**config.mk**
```make
export PLATFORM = sky130hd
export DESIGN_NAME = reg_access_arb
export DESIGN_NICKNAME = d
export VERILOG_FILES = /design/src/rtl/reg_access_arb.sv
export SDC_FILE = /design/constraint.sdc
export NUM_CORES = 1
export LEC_CHECK = 0
export CORE_MARGIN = 2
export CORE_UTILIZATION = 25
export DETAILED_ROUTE_END_ITERATION = 7
export MAX_ROUTING_LAYER = met4
export PLACE_DENSITY = 0.56
export SYNTH_ARGS = -nofsm -noshare
export SYNTH_HDL_FRONTEND = slang
export SYNTH_SLANG_ARGS = --single-unit
export TNS_END_PERCENT = 1
```
**constraint.sdc**
```tcl
create_clock -name clk -period 5.1 [get_ports clk]
set_clock_uncertainty 0.2 [all_clocks]
set_input_delay 1.53 -clock clk [delete_from_list [all_inputs] [get_ports clk]]
set_output_delay 1.53 -clock clk [all_outputs]
set_load 0.1 [all_outputs]
```
**src/rtl/reg_access_arb.sv**
```systemverilog
// reg_access_arb: round-robin arbiter that serializes requester register accesses onto one register port with ack timeout.
// Ports: clk/rst (async active-high); req/req_write/req_addr/req_wdata packed per requester;
// gnt/done/rsp_rdata/rsp_err back to requesters; reg_read/reg_write/reg_addr/reg_wdata/reg_ack/reg_rdata
// on the register side; err_flag/alert_line from the error detector; busy/timeout_err/timeout_count status.
module reg_access_arb #(
  parameter int NUM_REQ = 4,
  parameter int REG_ADDR_WIDTH = 8,
  parameter int REG_DATA_WIDTH = 32,
  parameter int TIMEOUT = 15
) (
  input  logic                                clk,
  input  logic                                rst,
  input  logic [NUM_REQ-1:0]                  req,
  input  logic [NUM_REQ-1:0]                  req_write,
  input  logic [NUM_REQ*REG_ADDR_WIDTH-1:0]   req_addr,
  input  logic [NUM_REQ*REG_DATA_WIDTH-1:0]   req_wdata,
  output logic [NUM_REQ-1:0]                  gnt,
  output logic [NUM_REQ-1:0]                  done,
  output logic [REG_DATA_WIDTH-1:0]           rsp_rdata,
  output logic                                rsp_err,
  output logic                                reg_read,
  output logic                                reg_write,
  output logic [REG_ADDR_WIDTH-1:0]           reg_addr,
  output logic [REG_DATA_WIDTH-1:0]           reg_wdata,
  input  logic                                reg_ack,
  input  logic [REG_DATA_WIDTH-1:0]           reg_rdata,
  input  logic                                err_flag,
  input  logic                                alert_line,
  output logic                                busy,
  output logic                                timeout_err,
  output logic [15:0]                         timeout_count
);
  localparam int IW = $clog2(NUM_REQ);
  localparam int IW1 = IW + 1;
  typedef enum logic [1:0] {IDLE, ISSUE, WAIT, DONE} state_t;
  state_t state_q, state_d;
  logic [IW-1:0] rr_q, rr_d, owner_q, owner_d;
  logic write_q, write_d, err_q, err_d, to_q, to_d;
  logic [REG_ADDR_WIDTH-1:0] addr_q, addr_d;
  logic [REG_DATA_WIDTH-1:0] wdata_q, wdata_d, rdata_q, rdata_d;
  logic [7:0] cnt_q, cnt_d;
  logic [15:0] tcnt_q, tcnt_d;
  logic [NUM_REQ-1:0] elig, rot;
  logic [2*NUM_REQ-1:0] dbl;
  logic [IW-1:0] off, win;
  logic [IW:0] sum;
  logic win_wr;
  logic [REG_ADDR_WIDTH-1:0] win_addr;
  logic [REG_DATA_WIDTH-1:0] win_wdata;
  // Rotate eligible requests so bit 0 is rr_q; the lowest set bit is the winner's offset from rr_q.
  always_comb begin
    elig = alert_line ? (req & NUM_REQ'(1)) : req;
    dbl = {elig, elig} >> rr_q;
    rot = dbl[NUM_REQ-1:0];
    off = '0;
    for (int k = NUM_REQ - 1; k >= 0; k--) if (rot[k]) off = IW'(k);
    sum = {1'b0, rr_q} + {1'b0, off};
    win = (sum >= IW1'(NUM_REQ)) ? IW'(sum - IW1'(NUM_REQ)) : IW'(sum);
    win_wr = 1'b0;
    win_addr = '0;
    win_wdata = '0;
    for (int k = 0; k < NUM_REQ; k++)
      if (win == IW'(k)) begin
        win_wr = req_write[k];
        win_addr = req_addr[k*REG_ADDR_WIDTH +: REG_ADDR_WIDTH];
        win_wdata = req_wdata[k*REG_DATA_WIDTH +: REG_DATA_WIDTH];
      end
  end
  always_ff @(posedge clk or posedge rst)
    if (rst) begin
      state_q <= IDLE;
      rr_q <= '0;
      owner_q <= '0;
      write_q <= 1'b0;
      err_q <= 1'b0;
      to_q <= 1'b0;
      addr_q <= '0;
      wdata_q <= '0;
      rdata_q <= '0;
      cnt_q <= '0;
      tcnt_q <= '0;
    end else begin
      state_q <= state_d;
      rr_q <= rr_d;
      owner_q <= owner_d;
      write_q <= write_d;
      err_q <= err_d;
      to_q <= to_d;
      addr_q <= addr_d;
      wdata_q <= wdata_d;
      rdata_q <= rdata_d;
      cnt_q <= cnt_d;
      tcnt_q <= tcnt_d;
    end
  always_comb begin
    state_d = state_q;
    rr_d = rr_q;
    owner_d = owner_q;
    write_d = write_q;
    err_d = err_q;
    to_d = to_q;
    addr_d = addr_q;
    wdata_d = wdata_q;
    rdata_d = rdata_q;
    cnt_d = cnt_q;
    tcnt_d = tcnt_q;
    unique case (state_q)
      IDLE: if (|elig) begin
        state_d = ISSUE;
        owner_d = win;
        write_d = win_wr;
        addr_d = win_addr;
        wdata_d = win_wdata;
      end
      ISSUE: begin
        state_d = WAIT;
        cnt_d = 8'd1;
      end
      WAIT: if (reg_ack) begin
        state_d = DONE;
        rdata_d = reg_rdata;
        err_d = err_flag;
        to_d = 1'b0;
      end else if (cnt_q == 8'(TIMEOUT)) begin
        state_d = DONE;
        rdata_d = '0;
        err_d = 1'b1;
        to_d = 1'b1;
        tcnt_d = &tcnt_q ? tcnt_q : tcnt_q + 16'd1;
      end else cnt_d = cnt_q + 8'd1;
      DONE: begin
        state_d = IDLE;
        rr_d = (owner_q == IW'(NUM_REQ - 1)) ? '0 : owner_q + IW'(1);
      end
      default: state_d = IDLE;
    endcase
  end
  always_comb begin
    busy = state_q != IDLE;
    gnt = busy ? NUM_REQ'(1) << owner_q : '0;
    done = (state_q == DONE) ? NUM_REQ'(1) << owner_q : '0;
    reg_read = state_q == ISSUE && !write_q;
    reg_write = state_q == ISSUE && write_q;
    timeout_err = state_q == DONE && to_q;
    reg_addr = addr_q;
    reg_wdata = wdata_q;
    rsp_rdata = rdata_q;
    rsp_err = err_q;
    timeout_count = tcnt_q;
  end
endmodule

```
* Yosys cells after proc, flatten, opt, wreduce, memory -nomap -nowiden
Index checks and enable logic that the tools add are counted.
** Operators by class
- Add/subtract/negate cells :: 5
- $lt $le $gt $ge :: 1
- Eq/ne operators :: 12
- Shift-type cells :: 2
- Mux-type cells :: 33
- Bitwise operators :: 2
- Reductions and logical operators :: 16
** Operator list (count)
- $mux 32 :: 6
- $mux 8 :: 6
- $mux 2 :: 9
- $add 16x1->16 const B :: 1
- $pmux 8 s2 :: 1
- $reduce_and 16->1 :: 1
- $mux 4 :: 3
- $eq 2x2->1 const B :: 5
- $add 8x1->8 const B :: 1
- $eq 8x4->1 const B :: 1
- $pmux 2 s4 :: 1
- $shr 8x2->4 :: 1
- $mux 1 :: 7
- $ne 2x2->1 const B :: 3
- $reduce_and 2->1 :: 3
- $reduce_bool 2->1 :: 3
- $eq 2x1->1 const B :: 2
- $logic_not 2->1 :: 2
- $reduce_and 4->1 :: 1
- $reduce_or 4->1 :: 1
- $shl 1x2->4 const A :: 1
- $add 2x2->3 :: 1
- $ge 3x3->1 const B :: 1
- $logic_and 1x1->1 :: 3
- 6 further kinds :: 7
** Storage, ports and cells
- Flip-flop bits (word level) :: 105
- Bits of input ports :: 205
- Logic and storage cells :: 82

* Logic depth before layout (Yosys ltp)
Gate-level depths: netlist of run 1.
- Depth in word-level cells :: 14
- Depth in mapped cells :: 13
- Gate-level depth less buffers :: 11

* Least setup slack after synthesis of run 1
No wires, ideal clock.
- Path type :: input to register
- From :: input port req[2]
- To :: register write_q
- Library setup time :: 131 ps
- Data arrival time :: 3622 ps
- Data required time :: 4769 ps
- Setup slack :: 1148 ps
- Stages on the path :: 13
- Path buffers :: 2
- Cell sequence :: clkbuf_1 > mux2i_1 > a31oi_1 > nand3_1 > a21oi_1 > ha_1 > clkbuf_1 > nand2b_1 > o21a_1 > o32ai_1 > a21oi_1 > o221ai_1 > a22oi_1
** On the way
- Cells in the longest elaborated chain, start to end :: 14
- Elaborated cells between the ends (all ways) :: 20
- Those cells by class :: add/sub (2); order compare (1); eq/ne (3); shift (1); mux (10); reduce/logical (3)
** Ends and longest elaborated chain
- start, declared :: line 13 : input logic [NUM_REQ-1:0] req,
- $mux 4 * :: line 52 : elig = alert_line ? (req & NUM_REQ'(1)) : req;
- $shr 8x2->4 :: line 53 : dbl = {elig, elig} >> rr_q;
- $mux 2 (4 in series) :: line 56 : for (int k = NUM_REQ - 1; k >= 0; k--) if (rot[k]) off = IW'(k);
- $add 2x2->3 :: line 57 : sum = {1'b0, rr_q} + {1'b0, off};
- $ge 3x3->1 / $sub 2x1->2 (equally long branches) :: line 58 : win = (sum >= IW1'(NUM_REQ)) ? IW'(sum - IW1'(NUM_REQ)) : IW'(sum);
- $mux 2 :: line 58
- $logic_not 2->1 :: line 63 : if (win == IW'(k)) begin
- $mux 1 (4 in series) :: line 63
- end signal, assigned :: line 86 : write_q <= write_d;
- end, declared :: line 38 : logic write_q, write_d, err_q, err_d, to_q, to_d;
Every way passes the cells marked *; elsewhere a longest branch is shown, timed or not.
A chain may end at the register's enable or synchronous reset.

* Worst setup path after layout of run 1
- From :: input port req[2]
- To :: register wdata_q[7], in the netlist reg_wdata[7]
** On the way
- Cells in the longest elaborated chain, start to end :: 14
- Elaborated cells between the ends (all ways) :: 20
- Those cells by class :: add/sub (2); order compare (1); eq/ne (3); shift (1); mux (10); reduce/logical (3)
** Ends and longest elaborated chain
- $mux 4 * :: line 52
- $shr 8x2->4 :: line 53
- $mux 2 (4 in series) :: line 56
- $add 2x2->3 :: line 57
- $ge 3x3->1 / $sub 2x1->2 (equally long branches) :: line 58
- $mux 2 :: line 58
- $logic_not 2->1 :: line 63
- $mux 32 (4 in series) :: line 63
- end signal, assigned :: line 90 : wdata_q <= wdata_d;
- end, declared :: line 40 : logic [REG_DATA_WIDTH-1:0] wdata_q, wdata_d, rdata_q, rdata_d;
Marked as above.

==> results.txt, run 1 <==
Outcome: finished, final reports clean
Die Height: 154.6 um
H-tree depth: 3
Power density over the cells: 754.2 mW/mm^2
Post-CTS Setup Inserts: 0
Nets: 1042
Largest net degree at the start of global routing: 50
Initial Util: 25.27%
Worst setup margin: 837.3 ps
Count of flip-flops with a built-in enable after synthesis: 0
Vias post-DR: 5270
Flops & latches, synth: 105
Setup TNS: 0 ps
GP Congestion: 0.7749
Syn Area/Cell: 10.72 sq um
Crit Path Max Fanout: 11
Clock latency on the worst-skew pair: 350 ps
Total CTS buffers: 9
Synth top area share: 46.35%
CP most frequent cell: mux2i_1
Final WL: 20530 um
Synth area leader: dfrtp_1
Crit path cell chain: clkdlybuf4s50_1 > mux2i_1 > a31oi_1 > nand3_1 > a21oi_1 > ha_1 > xor2_4 > buf_4 > mux2i_1 > o221ai_1
FMAX: 234.6 MHz
Crit Reg-Reg Endpoint: reg_wdata[7]$_DFFE_PP0P_
Final Hold Fails: 0
Mux share of post-synthesis cell area: 14.88%
N_diodes: 0
Reg2reg path depth: 9
Final setup viols: 0
CTS Buffer Depth: 2
Commonest cells in the netlist: dfrtp_1 (105), mux2i_1 (82), nand2_1 (65), o221ai_1 (40), a22o_1 (32)
Seq pwr share: 19.4%
Initial antenna violation count: 0
Flop2flop setup slack: 1980 ps
Worst Hold Path EP: reg_wdata[12]$_DFFE_PP0P_
Synth unique cells: 50
Synth Cell Area: 0.005669 sq mm
Synth Area in Compound Gates: 16.44%
Internal power: 3.058 mW
Hold slack: 288.7 ps
LEAKAGE: 4.154 nW
Global-route wire length before repair: 31150 um
Net switching power: 4.032 mW
Die X: 154.6 um
CTS tree: built
Period utilisation layout: 83.58%
Ranking of synthesized cells by area: dfrtp_1 (46%), mux2i_1 (14%), o221ai_1 (6.2%)
Sw Ratio: 56.87%
CP endpoint kind: register
Kind of start point of the critical path: input pin
Vias in the first global route: 5400
Port bufs: 305
RSZ-0062 raised after global routing: no
Yosys warnings: 0
Placed Area: 0.009092 sq mm
Tmin final: 4263 ps
Sequential area share after synthesis: 46.35%
Area Growth Syn to Fin: 65.84%
# DRC: 0
CP arrival: 4280 ps
Layout cells sized above 1: 4.693%
Via density: 4.722
DIE AREA: 0.02390 sq mm
Max_cap viols: 0
Worst Min Path Start: reg_wdata[12]$_DFFE_PP0P_
Dpl hpwl: 15230 um
Total global-route track usage: 17.24%
Post-CTS sizing: 0
Worst-Margin Slew: 1076 ps
GRT overflow: 0
Worst-path clk slew: 80 ps
Wire length per cell: 18.40 um
Comb power frac: 70.0%
Layout fillers: 2215
Worst Hold Class: reg -> reg
Core area: 0.02243 sq mm
Final slew viol count: 0
Reg2reg start: rr_q[0]$_DFFE_PP0P_
Top-count cell post-synth: dfrtp_1
Antenna Violating Nets Remaining: 0
DRT Pass-1 Iters: 4
Async set-reset flop share out of synthesis: 100.0%
Largest family of logic cells by synthesized area: compound AO/OA/AOI/OAI gates
Hold Path Cell Cnt: 2
Syn_nets: 745
CP max-delay cell: clkdlybuf4s50_1
Post-Synthesis Cells: 529
Post-Synth Simple-Gate Area: 12.09%
Ys flop type: dfrtp_1
Util after Layout: 41.91%
Rows: 55
Critical Path RT: 5120 ps
Slew HR: 28.01%
Xor/xnor share of the synthesized area: 3.575%
Clock Power Share: 10.6%
Worst vdd ir: 563.1 uV
CP max stage delay: 630 ps
Adder-Cell Fraction of Synth Area: 2.428%
# IOs: 306
CTS Sinks: 105
Post-route cell area: 0.009402 sq mm
CTS Hold Bufs: 0
Initial detailed-routing violation count: 245
Clk root buf: clkbuf_16
Pre-CTS setup slack: 448.2 ps
Critical path type: in -> reg
[registers in the layout (all words and copies together) (netlist names)]
register / count
rr_q: 2
rsp_err: 1
to_q: 1
timeout_count: 16
write_q: 1
state_q: 2
reg_addr: 8
cnt_q: 8
owner_q: 2
reg_wdata: 32
rsp_rdata: 32
[placed cells by master, fill, tap and decap left out, types with 2 or more instances in the layout]
cell type        synthesis  final
o221ai_1                40     40
inv_1                   14     13
nor3_1                   8      8
nand4_1                  5      5
o21ai_2                  1      2
clkdlybuf4s50_1          0    305
clkbuf_16                0      9
a31oi_1                  4      4
mux2_2                   2      2
buf_4                    1      7
a22o_1                  32     32
and3_1                   3      3
and2_1                   9      9
ha_1                    11     11
nor2b_1                 10     10
o32ai_1                  2      2
mux2i_1                 82     82
nand2_1                 65     64
nor4_1                   2      2
a21oi_1                 14     14
xnor2_1                 14     14
o21ai_0                  6      6
inv_6                    0      3
buf_12                   0      7
nand2b_1                 5      5
nor2_1                  20     20
dfrtp_1                105    105
inv_8                    0      2
o31a_1                   2      2
nor3b_1                  2      2
nand3_1                  9      9
xor2_1                   6      6
a41oi_1                  2      2
[area by class of cell]
type | count | area (sq um) | area share [%]
Clock buffer | 9 | 225.2 | 2.396
Tap cell | 285 | 356.6 | 3.793
Multi-Input combinational cell | 377 | 2808 | 29.86
Sequential cell | 105 | 2628 | 27.95
Inverter | 14 | 55.05 | 0.5856
Timing Repair Buffer | 319 | 3246 | 34.52
Clock inverter | 7 | 83.83 | 0.8917
[through the flow]
step	total power, mW	cells
3_5_place_dp	6.389	1100
3_3_place_gp	6.367	1100
6_report	7.090	1116
5_1_grt	7.445	1116
4_1_cts	7.170	1116
2_1_floorplan	5.093	529
[power groups by stage]
| stage | Combinational (mW) | Sequential [mW] | Clock (mW) |
|---|---|---|---|
| final | 4.96 | 1.37 | 0.754 |
| after floorplan | 1.79 | 3.31 | 0 |
| after global placement | 4.98 | 1.38 | 0 |
| after global routing | 5.21 | 1.42 | 0.811 |
| after detailed placement | 5.01 | 1.38 | 0 |
| after CTS | 5.01 | 1.38 | 0.780 |
[cell families (layout without fill, tap and decap cells)]
kind of cell / after synthesis / count (layout)
simple gates: 144 / 144
compound gates: 117 / 117
flops: 105 / 105
mux: 84 / 84
buf+inv: 47 / 349
xor+xnor: 21 / 21
fa+ha+maj: 11 / 11
[worst max-delay path, delay by kind of cell]
kind,cells,cell delay [ps]
buf+inv,2,890
fa+ha+maj,1,490
compound gates,3,460
xor+xnor,1,430
mux,2,390
simple gates,1,90
[metal layers]
layer | global-route usage, % | vias up | routed length [um]
li1 | - | 2539 | -
met1 | 22.84 | 2543 | 9286
met2 | 26.93 | 180 | 9738
met3 | 4.427 | 8 | 1390
met4 | 3.219 | 0 | 113
met5 | - | - | 0
[how the worst max path moves through the flow]
stage,start,end,slack [ps],cells after the start
floorplan,rst,cnt_q[0]$_DFFE_PP0P_,610,1
global placement,req[2],reg_wdata[7]$_DFFE_PP0P_,480,10
detailed placement,req[2],reg_wdata[7]$_DFFE_PP0P_,450,10
CTS,req[2],reg_wdata[7]$_DFFE_PP0P_,810,10
global route,req[2],reg_wdata[6]$_DFFE_PP0P_,620,10
finish,req[2],reg_wdata[7]$_DFFE_PP0P_,840,10
No activity file was read; power rests on OpenSTA's default activity.
==> inputs of run 2 (changes only) <==
Settings changed: PLACE_DENSITY 0.56 to 0.58.
Clock period 5.1 ns to 3.7 ns, I/O delays scaled along.
==> results.txt, run 2 (synthesis gave the netlist of run 1 again) <==
Tot Pwr: 9.938 mW (was 7.090 mW)
M3 GR Usage: 4.147% (was 4.427%)
Dpl hpwl: 14780 um (was 15230 um)
Worst Hold Class: reg -> reg (unchanged)
# IOs: 306 (unchanged)
Crit Path Max Fanout: 14 (was 11)
Worst Min Path Start: reg_wdata[30]$_DFFE_PP0P_ (was reg_wdata[12]$_DFFE_PP0P_)
Setup crit start: req[3] (was req[2])
Comb power frac: 70.4% (was 70.0%)
CP endpoint kind: register (unchanged)
Core area: 0.02243 sq mm (unchanged)
Critical path type: in -> reg (unchanged)
Routing usage on met1: 21.09% (was 22.84%)
CTS Buffer Depth: 2 (unchanged)
Worst-Margin Slew: 594.3 ps (was 1076 ps)
Layout cells sized above 1: 19.67% (was 4.693%)
Post-route cell area: 0.009424 sq mm (was 0.009402 sq mm)
GP Congestion: 0.8282 (was 0.7749)
Internal power: 4.336 mW (was 3.058 mW)
Layout fillers: 2205 (was 2215)
Worst vdd ir: 661.9 uV (was 563.1 uV)
DRT Pass-1 Iters: 7 (was 4)
Clk root buf: clkbuf_16 (unchanged)
Clock Power Share: 10.6% (about the same)
Final Hold Fails: 0 (unchanged)
Antenna Violating Nets Remaining: 0 (unchanged)
Via density: 4.715 (was 4.722)
Kind of start point of the critical path: input pin (unchanged)
LEAKAGE: 4.449 nW (was 4.154 nW)
Largest net degree at the start of global routing: 106 (was 50)
Period utilisation layout: 93.34%
Sw Ratio: 56.37% (was 56.87%)
CP arrival: 3480 ps (was 4280 ps)
Post-CTS sizing: 0 (unchanged)
DIE AREA: 0.02390 sq mm (unchanged)
Worst setup margin: 246.5 ps (was 837.3 ps)
# DRC: 0 (unchanged)
Reg area: 0.002628 sq mm (unchanged)
Wire length per cell: 17.34 um (was 18.40 um)
Placed Area: 0.009104 sq mm (was 0.009092 sq mm)
Final non-filler cell total: 1144 (was 1116)
Met2 Use GR: 26.36% (was 26.93%)
Global-route wire length before repair: 29930 um (was 31150 um)
Total global-route track usage: 16.59% (was 17.24%)
Net switching power: 5.602 mW (was 4.032 mW)
Die X: 154.6 um (unchanged)
RSZ-0062 raised after global routing: no (unchanged)
CTS Sinks: 105 (unchanged)
Nets: 1070 (was 1042)
Seq pwr share: 19.0% (was 19.4%)
Hold slack: 289.4 ps (was 288.7 ps)
Worst-path clk slew: 80 ps (about the same)
Slew HR: 60.38% (was 28.01%)
GRT overflow: 0 (unchanged)
Final slew viol count: 0 (unchanged)
Final WL: 19830 um (was 20530 um)
Util after Layout: 42.01% (was 41.91%)
CTS tree: built (unchanged)
Cell count after placement: 1128 (was 1100)
Area Growth Syn to Fin: 66.23% (was 65.84%)
FMAX: 289.6 MHz
Tmin final: 3453 ps
Die Height: 154.6 um (unchanged)
Outcome: finished, final reports clean (unchanged)
Setup TNS: 0 ps (unchanged)
Port bufs: 305 (unchanged)
Initial Util: 25.27% (unchanged)
Flop2flop setup slack: 910 ps (was 1980 ps)
H-tree depth: 3 (unchanged)
Max_cap viols: 0 (unchanged)
Multi-input logic area: 0.002810 sq mm (was 0.002808 sq mm)
Most used routing layer: met2 (unchanged)
Total CTS buffers: 9 (unchanged)
Rows: 55 (unchanged)
Critical Path RT: 3730 ps (was 5120 ps)
Final setup viols: 0 (unchanged)
N_diodes: 0 (unchanged)
Power density over the cells: 1055 mW/mm^2 (was 754.2 mW/mm^2)
Clock latency on the worst-skew pair: 350 ps (about the same)
Vias in the first global route: 5309 (was 5400)
Commonest cells after routing, fill and taps aside: clkdlybuf4s50_1 (204), buf_4 (132), dfrtp_1 (105) (was clkdlybuf4s50_1 (305), dfrtp_1 (105), mux2i_1 (82))
Initial antenna violation count: 0 (unchanged)
Pre-CTS setup slack: -137.3 ps (was 448.2 ps)
Most common cell after layout, fill and taps aside: clkdlybuf4s50_1 (unchanged)
Post-CTS Setup Inserts: 0 (unchanged)
Initial detailed-routing violation count: 204 (was 245)
Reg2reg start: rr_q[0]$_DFFE_PP0P_ (unchanged)
CTS Hold Bufs: 0 (unchanged)
Vias post-DR: 5394 (was 5270)
run 2: final timing paths:
check,depth (start not counted),endpoint
min,2,reg_wdata[30]$_DFFE_PP0P_
max,11,reg_wdata[10]$_DFFE_PP0P_
min reg2reg,2,reg_wdata[30]$_DFFE_PP0P_
min in group asynchronous,3,rsp_rdata[25]$_DFFE_PP0P_
max reg2reg,10,reg_wdata[10]$_DFFE_PP0P_
max in group asynchronous,3,reg_addr[3]$_DFFE_PP0P_
run 2: critical path: stages:
cell,delay [ps]
clkdlybuf4s50_1,460
nand2b_1,160
a31oi_1,190
nand3_1,90
a21oi_1,160
ha_1,360
xor2_4,210
buf_12,200
buf_12,180
mux2i_1,220
o221ai_1,130
run 2: cell type report:
cell class / count / share of cell area (%)
repair buffers: 347 / 34.52
multi-input cells: 377 / 29.82
flip-flops and latches: 105 / 27.88
well taps: 285 / 3.784
clock buffers: 9 / 2.390
clock inverters: 7 / 1.009
inverters: 14 / 0.5975
run 2: per-layer routing:
metal,vias to the layer above,part of all wire (%)
met4,0,1.5
met3,20,6.9
met2,202,47
li1,2593,-
met1,2579,45
met5,-,0
run 2: power by group through the flow:
stage,registers (mW),logic [mW],clock network [mW]
5_1_grt,1.95,7.32,1.14
3_5_place_dp,1.89,7.05,0
4_1_cts,1.89,7.05,1.09
2_1_floorplan,4.56,2.46,0
3_3_place_gp,1.91,7.01,0
6_report,1.89,7.00,1.05
